$ cat config.mk
export PLATFORM = sky130hd
export DESIGN_NAME = fitness_wb_collector
export DESIGN_NICKNAME = d
export VERILOG_FILES = /design/src/rtl/fitness_wb_collector.sv
export SDC_FILE = /design/constraint.sdc
export NUM_CORES = 1
export LEC_CHECK = 0
export CORE_MARGIN = 1.5
export CORE_UTILIZATION = 60
export DETAILED_ROUTE_END_ITERATION = 7
export PLACE_DENSITY = 0.9
export SLEW_MARGIN = 20
export SYNTH_ARGS = -nofsm -noshare
export SYNTH_HDL_FRONTEND = slang
export SYNTH_SLANG_ARGS = --single-unit
$ cat constraint.sdc
create_clock -name clk_i -period 2.6 [get_ports clk_i]
set_clock_uncertainty 0.05 [all_clocks]
set_input_delay 0.39 -clock clk_i [delete_from_list [all_inputs] [get_ports clk_i]]
set_output_delay 0.39 -clock clk_i [all_outputs]
set_load 0.01 [all_outputs]
$ cat src/rtl/fitness_wb_collector.sv
`default_nettype none
// ============================================================================
//  Module      : fitness_wb_collector
//  Description : Collects evaluated energies into a per-index fitness register
//                file, tracks the generation's minimum-energy individual,
//                counts distinct write-backs and flags generation completion.
//                A registered, write-first read port serves the selection
//                stage.
//  Revision    : 1.0  initial release
// ============================================================================
module fitness_wb_collector #(
    parameter int SELF_FIT_LENGTH   = 10,
    parameter int INDIVIDUAL_LENGTH = 22,
    parameter int POP_SIZE          = 50,
    parameter int IDX_WIDTH         = 8,
    parameter int CNT_WIDTH         = 8
) (
    input  logic                         clk_i,
    input  logic                         rst_n,
    input  logic                         gen_start_i,
    input  logic                         in_valid_i,
    input  logic [SELF_FIT_LENGTH-1:0]   total_energy_i,
    input  logic [INDIVIDUAL_LENGTH-1:0] individual_vec_i,
    input  logic [IDX_WIDTH-1:0]         ind_idx_i,
    input  logic [IDX_WIDTH-1:0]         rd_idx_i,
    output logic [SELF_FIT_LENGTH-1:0]   rd_fit_ff_o,
    output logic [SELF_FIT_LENGTH-1:0]   best_energy_ff_o,
    output logic [INDIVIDUAL_LENGTH-1:0] best_vec_ff_o,
    output logic [IDX_WIDTH-1:0]         best_idx_ff_o,
    output logic [CNT_WIDTH-1:0]         wb_cnt_ff_o,
    output logic                         gen_done_ff_o,
    output logic                         busy_ff_o,
    output logic                         dup_err_ff_o,
    output logic                         range_err_ff_o
);

    // Address width of the register file (at least one bit).
    localparam int                         ADDR_W    = (POP_SIZE > 1) ? $clog2(POP_SIZE) : 1;
    // Index bound widened to 32 bits so the range compare sees every index bit.
    localparam logic [31:0]                POP_LIMIT = 32'(POP_SIZE);
    localparam logic [CNT_WIDTH-1:0]       POP_CNT   = CNT_WIDTH'(POP_SIZE);
    localparam logic [SELF_FIT_LENGTH-1:0] FIT_ONES  = '1;

    typedef enum logic [1:0] {
        ST_IDLE    = 2'd0,
        ST_COLLECT = 2'd1,
        ST_DONE    = 2'd2
    } state_t;

    state_t                       state;
    logic [POP_SIZE-1:0]          valid_map;
    logic [SELF_FIT_LENGTH-1:0]   fit_rf [POP_SIZE];

    logic                         wr_in_range;
    logic                         rd_in_range;
    logic [ADDR_W-1:0]            wr_addr;
    logic [ADDR_W-1:0]            rd_addr;
    logic                         accept;
    logic                         wr_en;
    logic                         is_dup;
    logic                         is_better;
    logic [CNT_WIDTH-1:0]         cnt_next;

    // Decode of the incoming sample; a simultaneous gen_start drops it.
    always_comb begin
        wr_in_range = (32'(ind_idx_i) < POP_LIMIT);
        rd_in_range = (32'(rd_idx_i) < POP_LIMIT);
        wr_addr     = ind_idx_i[ADDR_W-1:0];
        rd_addr     = rd_idx_i[ADDR_W-1:0];
        accept      = (state == ST_COLLECT) && in_valid_i && !gen_start_i;
        wr_en       = accept && wr_in_range;
        is_dup      = wr_in_range && valid_map[wr_addr];
        is_better   = (total_energy_i < best_energy_ff_o);
        cnt_next    = wb_cnt_ff_o + CNT_WIDTH'(1);
    end

    // Generation FSM, bitmap, counter, error flags and best-individual tracking.
    always_ff @(posedge clk_i or negedge rst_n) begin
        if (!rst_n) begin
            state            <= ST_IDLE;
            valid_map        <= '0;
            wb_cnt_ff_o      <= '0;
            gen_done_ff_o    <= 1'b0;
            busy_ff_o        <= 1'b0;
            dup_err_ff_o     <= 1'b0;
            range_err_ff_o   <= 1'b0;
            best_energy_ff_o <= FIT_ONES;
            best_vec_ff_o    <= '0;
            best_idx_ff_o    <= '0;
        end else begin
            gen_done_ff_o <= 1'b0;
            if (gen_start_i) begin
                state            <= ST_COLLECT;
                busy_ff_o        <= 1'b1;
                valid_map        <= '0;
                wb_cnt_ff_o      <= '0;
                dup_err_ff_o     <= 1'b0;
                range_err_ff_o   <= 1'b0;
                best_energy_ff_o <= FIT_ONES;
                best_vec_ff_o    <= '0;
                best_idx_ff_o    <= '0;
            end else if (accept) begin
                if (!wr_in_range) begin
                    // Out-of-range sample: flagged and otherwise discarded.
                    range_err_ff_o <= 1'b1;
                end else begin
                    if (is_dup) begin
                        dup_err_ff_o <= 1'b1;
                    end else begin
                        valid_map[wr_addr] <= 1'b1;
                        wb_cnt_ff_o        <= cnt_next;
                        if (cnt_next == POP_CNT) begin
                            state         <= ST_DONE;
                            busy_ff_o     <= 1'b0;
                            gen_done_ff_o <= 1'b1;
                        end
                    end
                    // Strict less-than keeps the earlier individual on ties.
                    if (is_better) begin
                        best_energy_ff_o <= total_energy_i;
                        best_vec_ff_o    <= individual_vec_i;
                        best_idx_ff_o    <= ind_idx_i;
                    end
                end
            end
        end
    end

    // Fitness register file with a registered, write-first read port.
    always_ff @(posedge clk_i or negedge rst_n) begin
        if (!rst_n) begin
            for (int k = 0; k < POP_SIZE; k++) begin
                fit_rf[k] <= '0;
            end
            rd_fit_ff_o <= '0;
        end else begin
            if (wr_en) begin
                fit_rf[wr_addr] <= total_energy_i;
            end
            if (!rd_in_range) begin
                rd_fit_ff_o <= FIT_ONES;
            end else if (wr_en && (rd_addr == wr_addr)) begin
                rd_fit_ff_o <= total_energy_i;
            end else begin
                rd_fit_ff_o <= fit_rf[rd_addr];
            end
        end
    end

endmodule
`default_nettype wire

Yosys cells after proc, flatten, opt, wreduce, memory -nomap -nowiden --
Cells that the tools add are included.
Word-level totals: register bits after elaboration 614, output and inout port bits 62, logic and storage cells 150
Operators by class: add/subtract/negate cells 1, $lt $le $gt $ge 8, equality and inequality tests 5, muxes and demuxes 54, bitwise operators 3, reduce and logical (&&, ||, !) cells 18
Operator list (number):
- $bwmux W500 | 1
- $mux W50 | 4
- $mux W10 | 9
- $mux W22 | 4
- $mux W8 | 8
- $bmux W10 S6 | 1
- $demux W10 S6 | 1
- $or A50 B50 Y50 | 1
- $mux W1 | 19
- $lt A8 B6 Y1 const B | 2
- $ge A7 B7 Y1 const B | 2
- $not A6 Y7 | 2
- $lt A10 B10 Y1 | 1
- $mux W2 | 5
- $reduce_bool A2 Y1 | 5
- $reduce_and A3 Y1 | 3
- $add A8 B1 Y8 const B | 1
- $eq A8 B6 Y1 const B | 1
- $logic_and A1 B1 Y1 | 7
- $lt A6 B7 Y1 const B | 1
- $lt A7 B1 Y1 const B | 1
- $bmux W1 S6 | 1
- $demux W1 S6 | 1
- $eq A6 B6 Y1 | 1
- 6 further kinds | 7

Longest topological paths before layout --
Gate-level depths: netlist (run 1).
depth after elaboration 9, mapped depth 11, depth with buffers taken out 8

Worst setup path before layout (run 1) --
OpenSTA, ideal clock, no wires.
path kind input-to-reg, start input rd_idx_i[0], end register rd_fit_ff_o[9], arrival time 2289 ps, data required time 2372 ps, slack 83 ps, cell stages on the path 11, buffers on the path 5, cells stage by stage buf_2 > buf_4 > buf_4 > buf_4 > buf_2 > mux2i_1 > o22ai_1 > a211oi_1 > a22oi_1 > o22ai_1 > o211ai_1
Between the ends: cells in the longest elaborated chain, start to end 6, elaborated cells on any way between the ends 9
RTL lines:
- from (decl) | RTL line 25 | input logic [IDX_WIDTH-1:0] rd_idx_i,
- $not A6 Y7 (implied by the code) | RTL line 145 | rd_fit_ff_o <= fit_rf[rd_addr];
- $bmux W10 S6 | RTL line 145
- $mux W10 (implied by the code) (2 in series) | RTL line 145
- $mux W10 | RTL line 142 | end else if (wr_en && (rd_addr == wr_addr)) begin
- $mux W10 (*) | RTL line 140 | if (!rd_in_range) begin
- to (signal assigned) | RTL line 143 | rd_fit_ff_o <= total_energy_i;
- to (signal assigned) | RTL line 145
- to (decl) | RTL line 26 | output logic [SELF_FIT_LENGTH-1:0] rd_fit_ff_o,
Mark *: on every way between the ends. The rest lies on a longest branch, timed or not. The select of a mux whose other input is x is not followed. A chain may end at the register's enable or synchronous reset.

Final worst setup path (run 1) --
start register valid_map[42], end register valid_map[18]
Between the ends: cells in the longest elaborated chain, start to end 5
RTL lines:
- from (decl) | RTL line 51 | logic [POP_SIZE-1:0] valid_map;
- from (signal assigned) | RTL line 81 | valid_map <= '0;
- from (signal assigned) | RTL line 95 | valid_map <= '0;
- from (signal, indexed assignment) | RTL line 110 | valid_map[wr_addr] <= 1'b1;
- $bmux W1 S6 | RTL line 72 | is_dup = wr_in_range && valid_map[wr_addr];
- $mux W1 (implied by the code) | RTL line 72
- $logic_and A1 B1 Y1 | RTL line 72
- $ne A2 B2 Y1 (no line)
- $reduce_and A3 Y1 (no line)
No other way between the ends. The select of a mux whose other input is x is not followed.

==> flow_summary.json, run 1 <==
{
  "vias": 18940,
  "crit_path_start": "valid_map[42]",
  "first_global_vias": 20230,
  "rr_endpoint": "valid_map[18]",
  "crit_end": "valid_map[18]",
  "via_per_inst": 6.652,
  "worstPathBufferInverterCount": 3,
  "grt_max_degree": 86,
  "syn_area_um2": 28250,
  "fin_crit_ns": 2.688,
  "avgRoutedWirePerCell_um": 28.48,
  "finalHoldWorstSlack_ns": 0.2675,
  "core_area_um2": 46460,
  "p_clk_frac": 0.440,
  "tritoncts": "yes",
  "p_sw_mw": 4.855,
  "drc": 0,
  "cp_common_cell": "buf_4",
  "crit_path_start_kind": "register",
  "crit_slowest_cell": "dfrtp_1",
  "synthCells": 1958,
  "rsz0062_at_grt": "true",
  "max_freq_ghz": 0.3721,
  "root_buffer": "clkbuf_16",
  "track_usage": 0.3409,
  "yosysUniqueCellTypes": 63,
  "dr.pass1.iters": 5,
  "clk_pin_slew_ns": 0.07,
  "nFillCells": 2630,
  "crit_type": "reg -> reg",
  "drt-initial-drc-count": 1844,
  "ant_nets": 0,
  "numPlacedInstances": 2724,
  "power_frac_comb": 0.082,
  "syn_to_final_growth_pct": 20.06,
  "ir_drop_v": 0.0006182,
  "die_y_um": 220.0,
  "endpoint_kind": "register",
  "seqPwrFrac": 0.478,
  "die_x_um": 220.0,
  "crit_chain": "mux2_2 -> a221o_1 -> a222oi_1 -> buf_4 -> o211ai_1 -> nor3_4 -> buf_4 -> buf_12 -> a31oi_1 -> nor2_1",
  "gp_congestion": 0.9265,
  "yosys_warnings": 0,
  "p_leak_nw": 16.57,
  "worstHoldPathType": "in -> reg",
  "tns_ns": -0.2055,
  "ys_ff_latch": 613,
  "antenna_found_initial": 4,
  "synth_edf_count": 0,
  "p_int_mw": 15.76,
  "crit_fanout": 13,
  "max_slew_margin": 0.4213,
  "synth.avg_cell_area_um2": 14.43,
  "switching_share": 0.2356,
  "seq_area_um2": 15350,
  "maxCapViolCount": 0,
  "clockBufferDepth": 3,
  "hold_violations": 0,
  "outcome": "finished with violations",
  "synth-main-ff-cell": "dfrtp_1",
  "numCtsBuffers": 59,
  "synthArstFlopShare": 1.000,
  "multi_input_area_um2": 12330,
  "slew_violations": 0,
  "cp.depth": 10,
  "cp.required_ns": 3.10,
  "postLayoutCoreUtil": 0.7301,
  "dieArea_um2": 48390,
  "drive_above_1_share": 0.4589,
  "r2r_start": "valid_map[42]",
  "arrival_ns": 3.19,
  "finalCritPeriodShare": 1.034,
  "grt_pass1_wl_um": 122400,
  "powerDensity_nw_per_um2": 607.7,
  "dp_hpwl_um": 50970,
  "violations": "negative setup slack",
  "fin_ws_ns": -0.08781,
  "clk_latency_ns": 0.64,
  "htree_levels": 2,
  "finalSetupViolCount": 8,
  "wirelength_um": 81070,
  "tightest_slew_ns": 0.8681,
  "pin_count": 114,
  "final_nets": 2255,
  "syn-num-nets": 2021,
  "clock_sinks": 613,
  "ys_seq_area_frac": 0.5434,
  "fin_cells": 2847,
  "overflow": 0,
  "reg2reg_depth": 10,
  "crit_family": "compound AO/OA/AOI/OAI gates",
  "reg2reg_slack_ns": -0.09,
  "row_count": 79,
  "slowest_delay_ns": 0.42,
  "port_buffers": 113,
  "initial_core_util": 0.6081
}
-- flip-flops by register name, indices dropped and copies added, names as in the netlist --
signal / count
rd_fit_ff_o: 10
wb_cnt_ff_o: 8
valid_map: 50
range_err_ff_o: 1
gen_done_ff_o: 1
best_idx_ff_o: 8
best_vec_ff_o: 22
state: 2
fit_rf: 500
dup_err_ff_o: 1
best_energy_ff_o: 10
-- layout by cell type (no fill, tap or decap), types with 12 or more instances in the layout --
| cell | count |
|---|---|
| a31oi_1 | 43 |
| buf_12 | 50 |
| buf_2 | 12 |
| buf_4 | 152 |
| clkbuf_16 | 63 |
| clkbuf_8 | 18 |
| clkdlybuf4s50_1 | 98 |
| dfrtp_1 | 603 |
| mux2_2 | 508 |
| mux2i_1 | 93 |
| mux4_2 | 123 |
| nand2_1 | 55 |
| nand2_2 | 21 |
| nand2b_1 | 17 |
| nor2_1 | 105 |
| nor2_2 | 13 |
| o211ai_1 | 16 |
| o221ai_1 | 15 |
| o22ai_1 | 16 |
-- kinds of logic after synthesis --
| kind of cell | count (synthesis) | synth area share |
|---|---|---|
| compound gates | 153 | 0.03929 |
| xor+xnor | 10 | 0.003100 |
| fa+ha+maj | 11 | 0.004872 |
| buf+inv | 161 | 0.02436 |
| flops | 613 | 0.5434 |
| mux | 730 | 0.3357 |
| simple gates | 280 | 0.04925 |
-- power groups by stage --
| stage | clock [mW] | combinational (mW) | sequential, mW |
|---|---|---|---|
| 3_5_place_dp | 0 | 1.60 | 10.0 |
| 6_report | 9.07 | 1.69 | 9.85 |
| 3_3_place_gp | 0 | 1.54 | 9.99 |
| 2_1_floorplan | 0 | 0.772 | 9.99 |
| 5_1_grt | 9.51 | 1.78 | 9.86 |
| 4_1_cts | 9.11 | 1.65 | 9.85 |
-- through the flow --
step / power (mW) / instance area (µm²) / setup slack, ns
2_1_floorplan: 10.76 / 28250 / 0.08268
3_5_place_dp: 11.61 / 31550 / -0.5484
5_1_grt: 21.16 / 33910 / -0.2208
3_3_place_gp: 11.53 / 31550 / -0.4635
6_report: 20.61 / 33920 / -0.08781
4_1_cts: 20.61 / 33780 / 0.001126
-- area by class of cell --
cell class | count | share of cell area
Tap cell | 607 | 0.02239
Timing Repair Buffer | 322 | 0.09964
Clock inverter | 19 | 0.007747
Multi-Input combinational cell | 1184 | 0.3634
Sequential cell | 613 | 0.4526
Clock buffer | 88 | 0.05268
Inverter | 12 | 0.001328
Antenna cell | 2 | 0.0001476
-- metal layers --
layer  share of wire  up-vias  track usage
li1                -     7717            -
met1            0.37     9926       0.4280
met2            0.49      997       0.5509
met3           0.089      290      0.08406
met4           0.051        8       0.1766
met5         0.00069        -            0
-- how the worst min path moves through the flow --
stage,start,end,cells past startpoint,slack (ns)
global placement,rst_n,valid_map[19],1,0.38
floorplan,rst_n,best_idx_ff_o[0],0,0.04
CTS,gen_start_i,state[1],3,0.25
finish,gen_start_i,state[1],3,0.27
global route,gen_start_i,state[1],3,0.28
detailed placement,rst_n,valid_map[17],1,0.39
-- cell usage after synthesis, drive strengths merged (3+ instances only) --
library cell,instances,area share
dfrtp,603,0.53
mux2,509,0.20
mux4,123,0.098
nor2,118,0.017
mux2i,98,0.035
clkbuf,91,0.012
nand2,77,0.012
buf,58,0.011
a31oi,43,0.0095
nand2b,17,0.0038
o211ai,16,0.0043
o22ai,16,0.0035
o221ai,15,0.0047
a21oi,12,0.0021
ha,11,0.0049
inv,11,0.0015
nand3,11,0.0019
dfstp,10,0.0093
nor2b,10,0.0022
nor3,10,0.0031
a211oi,8,0.0023
a22oi,6,0.0016
and3,6,0.0013
nand4,6,0.0013
o2bb2ai,6,0.0019
xnor2,6,0.0019
a21o,5,0.0013
or3,5,0.0011
a211o,4,0.0012
a31o,4,0.0012
and3b,4,0.0012
nor3b,4,0.0011
or2,4,0.00089
xor2,4,0.0012
a22o,3,0.00093
and2,3,0.00066
o21a,3,0.00080
-- what timing repair did --
action                                  in CTS  in global routing
hold endpoints to repair                    43                  0
hold buffers                                 1                  0
buffers inserted                             5                  4
endpoints found under the setup margin      48                 93
gates cloned                                 3                  3
resized for setup                           10                 16
pin swaps                                    3                  1
-- worst min-delay path, stage by stage --
cell	delay, ns
buf_2	0.12
clkinv_1	0.21
a22o_1	0.19
Power figures use the tool's default switching activity.
==> run 2, diff against run 1 <==
- SLEW_MARGIN: 20 -> 15
==> results of run 2 <==
The final DEF is identical to that of run 1; final timing and power are the same.
==> run 3, diff against run 2 <==
- SETUP_SLACK_MARGIN: default -> 0.3
- SLEW_MARGIN: 15 -> default
==> flow_summary.json, run 3 (synthesized netlist as in run 1, its figures left out) <==
{
  "avgRoutedWirePerCell_um": 32.11,
  "root_buffer": "clkbuf_16",
  "tritoncts": "yes",
  "finalSetupViolCount": 53,
  "worstHoldPathType": "in -> reg",
  "regMostFlops": "fit_rf",
  "numPlacedInstances": 2721,
  "port_buffers": 113,
  "crit_path_start_kind": "register",
  "overflow": 0,
  "cp.required_ns": 3.10,
  "vias": 20340,
  "drt-initial-drc-count": 2923,
  "final_nets": 2274,
  "maxCapViolCount": 0,
  "syn_to_final_growth_pct": 23.47,
  "final_common_cell": "dfrtp_1",
  "largest_reg_flops": 500,
  "grt_max_degree": 89,
  "drive_above_1_share": 0.4841,
  "core_area_um2": 46460,
  "ant_nets": 0,
  "reg_top3": "fit_rf (500), valid_map (50), best_vec_ff_o (22)",
  "die_x_um": 220.0,
  "fin_ws_ns": -0.2066,
  "initial_core_util": 0.6081,
  "endpoint_kind": "register",
  "stdcell_area_um2": 34880,
  "max_freq_ghz": 0.3563,
  "wirelength_um": 92020,
  "nFillCells": 2258,
  "gp_congestion": 0.9810,
  "clockBufferDepth": 3,
  "tightest_slew_ns": 0.8643,
  "numCtsBuffers": 57,
  "ir_drop_v": 0.0006094,
  "final_cell_mix": "dfrtp_1 (603), mux2_2 (502), buf_4 (145)",
  "arrival_ns": 3.31,
  "grt_pass1_wl_um": 129100,
  "row_count": 79,
  "clk_latency_ns": 0.64,
  "clock_sinks": 613,
  "crit_fanout": 21,
  "clk_pin_slew_ns": 0.07,
  "outcome": "finished with violations",
  "rsz0062_at_grt": "true",
  "via_per_inst": 7.095,
  "track_usage": 0.3600,
  "drc": 0,
  "max_slew_margin": 0.4203,
  "finalCritPeriodShare": 1.079,
  "placed_cell_area_um2": 31660,
  "crit_type": "reg -> reg",
  "htree_levels": 2,
  "first_global_vias": 21040,
  "die_y_um": 220.0,
  "fin_cells": 2866,
  "dieArea_um2": 48390,
  "dp_hpwl_um": 50690,
  "violations": "negative setup slack",
  "hold_violations": 0,
  "p_leak_nw": 16.95,
  "fin_crit_ns": 2.807,
  "antenna_found_initial": 1,
  "pin_count": 114,
  "powerDensity_nw_per_um2": 594.6,
  "slew_violations": 0,
  "dr.pass1.iters": 8
}
-- run 3: changes by cell type in the layout (fill, tap and decap cells not counted), sizes merged, moves of 2 or more --
| cell | delta |
|---|---|
| bufinv | +2 |
| buf | +18 |
| clkinv | +8 |
| clkbuf | -11 |
| nand2 | +3 |
| clkdlybuf4s50 | -2 |
-- run 3: final cells by class --
class / instances / area, µm² / area share
Antenna cell: 1 / 2.502 / 0.00007174
Clock inverter: 29 / 381.6 / 0.01094
Timing Repair Buffer: 340 / 3737 / 0.1071
Clock buffer: 77 / 1633 / 0.04681
Sequential cell: 613 / 15350 / 0.4401
Inverter: 12 / 45.04 / 0.001291
Multi-Input combinational cell: 1187 / 12970 / 0.3718
Tap cell: 607 / 759.5 / 0.02177
-- run 3: layer usage --
| metal | track usage | share of wire | wire (µm) | up-vias |
|---|---|---|---|---|
| met5 | 0 | 0.000043 | 4 | - |
| met4 | 0.2467 | 0.076 | 7034 | 2 |
| met3 | 0.08765 | 0.11 | 9807 | 529 |
| met2 | 0.5721 | 0.47 | 43390 | 1587 |
| met1 | 0.4361 | 0.35 | 31790 | 10450 |
| li1 | - | - | - | 7768 |
-- run 3: worst max-delay path, stage by stage, from the launching register on --
cell and delay, ns:
dfrtp_1 0.42, mux2_4 0.28, a221o_1 0.30, a222oi_1 0.47
o211ai_1 0.22, nor3_4 0.34, buf_6 0.18, buf_12 0.16
a31oi_4 0.11, nor2_1 0.18
-- run 3: final timing paths --
| path | startpoint | end | slack, ns | depth (start not counted) |
|---|---|---|---|---|
| hold / removal | gen_start_i | dup_err_ff_o | 0.07 | 2 |
| hold reg to reg | fit_rf[341] | fit_rf[341] | 0.45 | 1 |
| setup reg to reg | valid_map[43] | valid_map[12] | -0.21 | 9 |
| min in group asynchronous | rst_n | fit_rf[486] | 0.30 | 2 |
| max in group asynchronous | rst_n | fit_rf[355] | 1.28 | 3 |
| setup / recovery | valid_map[43] | valid_map[12] | -0.21 | 9 |
-- run 3: where the power goes --
part | switching (mW) | total [mW] | leakage (nW) | internal [mW]
Clock | 3.83 | 9.05 | 1.01 | 5.22
Combinational | 1.09 | 1.83 | 7.50 | 0.737
Sequential | 0.128 | 9.86 | 8.44 | 9.73
-- run 3: repair_timing --
action | 4_1_cts | 5_1_grt
endpoints found under the hold margin | 47 | 0
endpoints found under the setup margin | 205 | 508
pin swaps | 25 | 16
buffers inserted | 14 | 10
gates resized for setup | 73 | 81
hold buffers | 1 | 0
cloned | 5 | 8
-- run 3: stage by stage --
step	hold WS, ns	power [mW]	TNS (ns)	setup WS [ns]	utilization
2_1_floorplan	0.04441	10.78	0	0.2229	-
3_3_place_gp	0.3487	11.53	-131.30	-0.5055	0.6814
3_5_place_dp	0.3548	11.62	-155.39	-0.6471	0.6814
4_1_cts	0.05432	20.52	0	0.01091	0.7380
5_1_grt	0.09282	21.21	-6.645	-0.2067	0.7507
6_report	0.06970	20.74	-5.714	-0.2066	0.7508
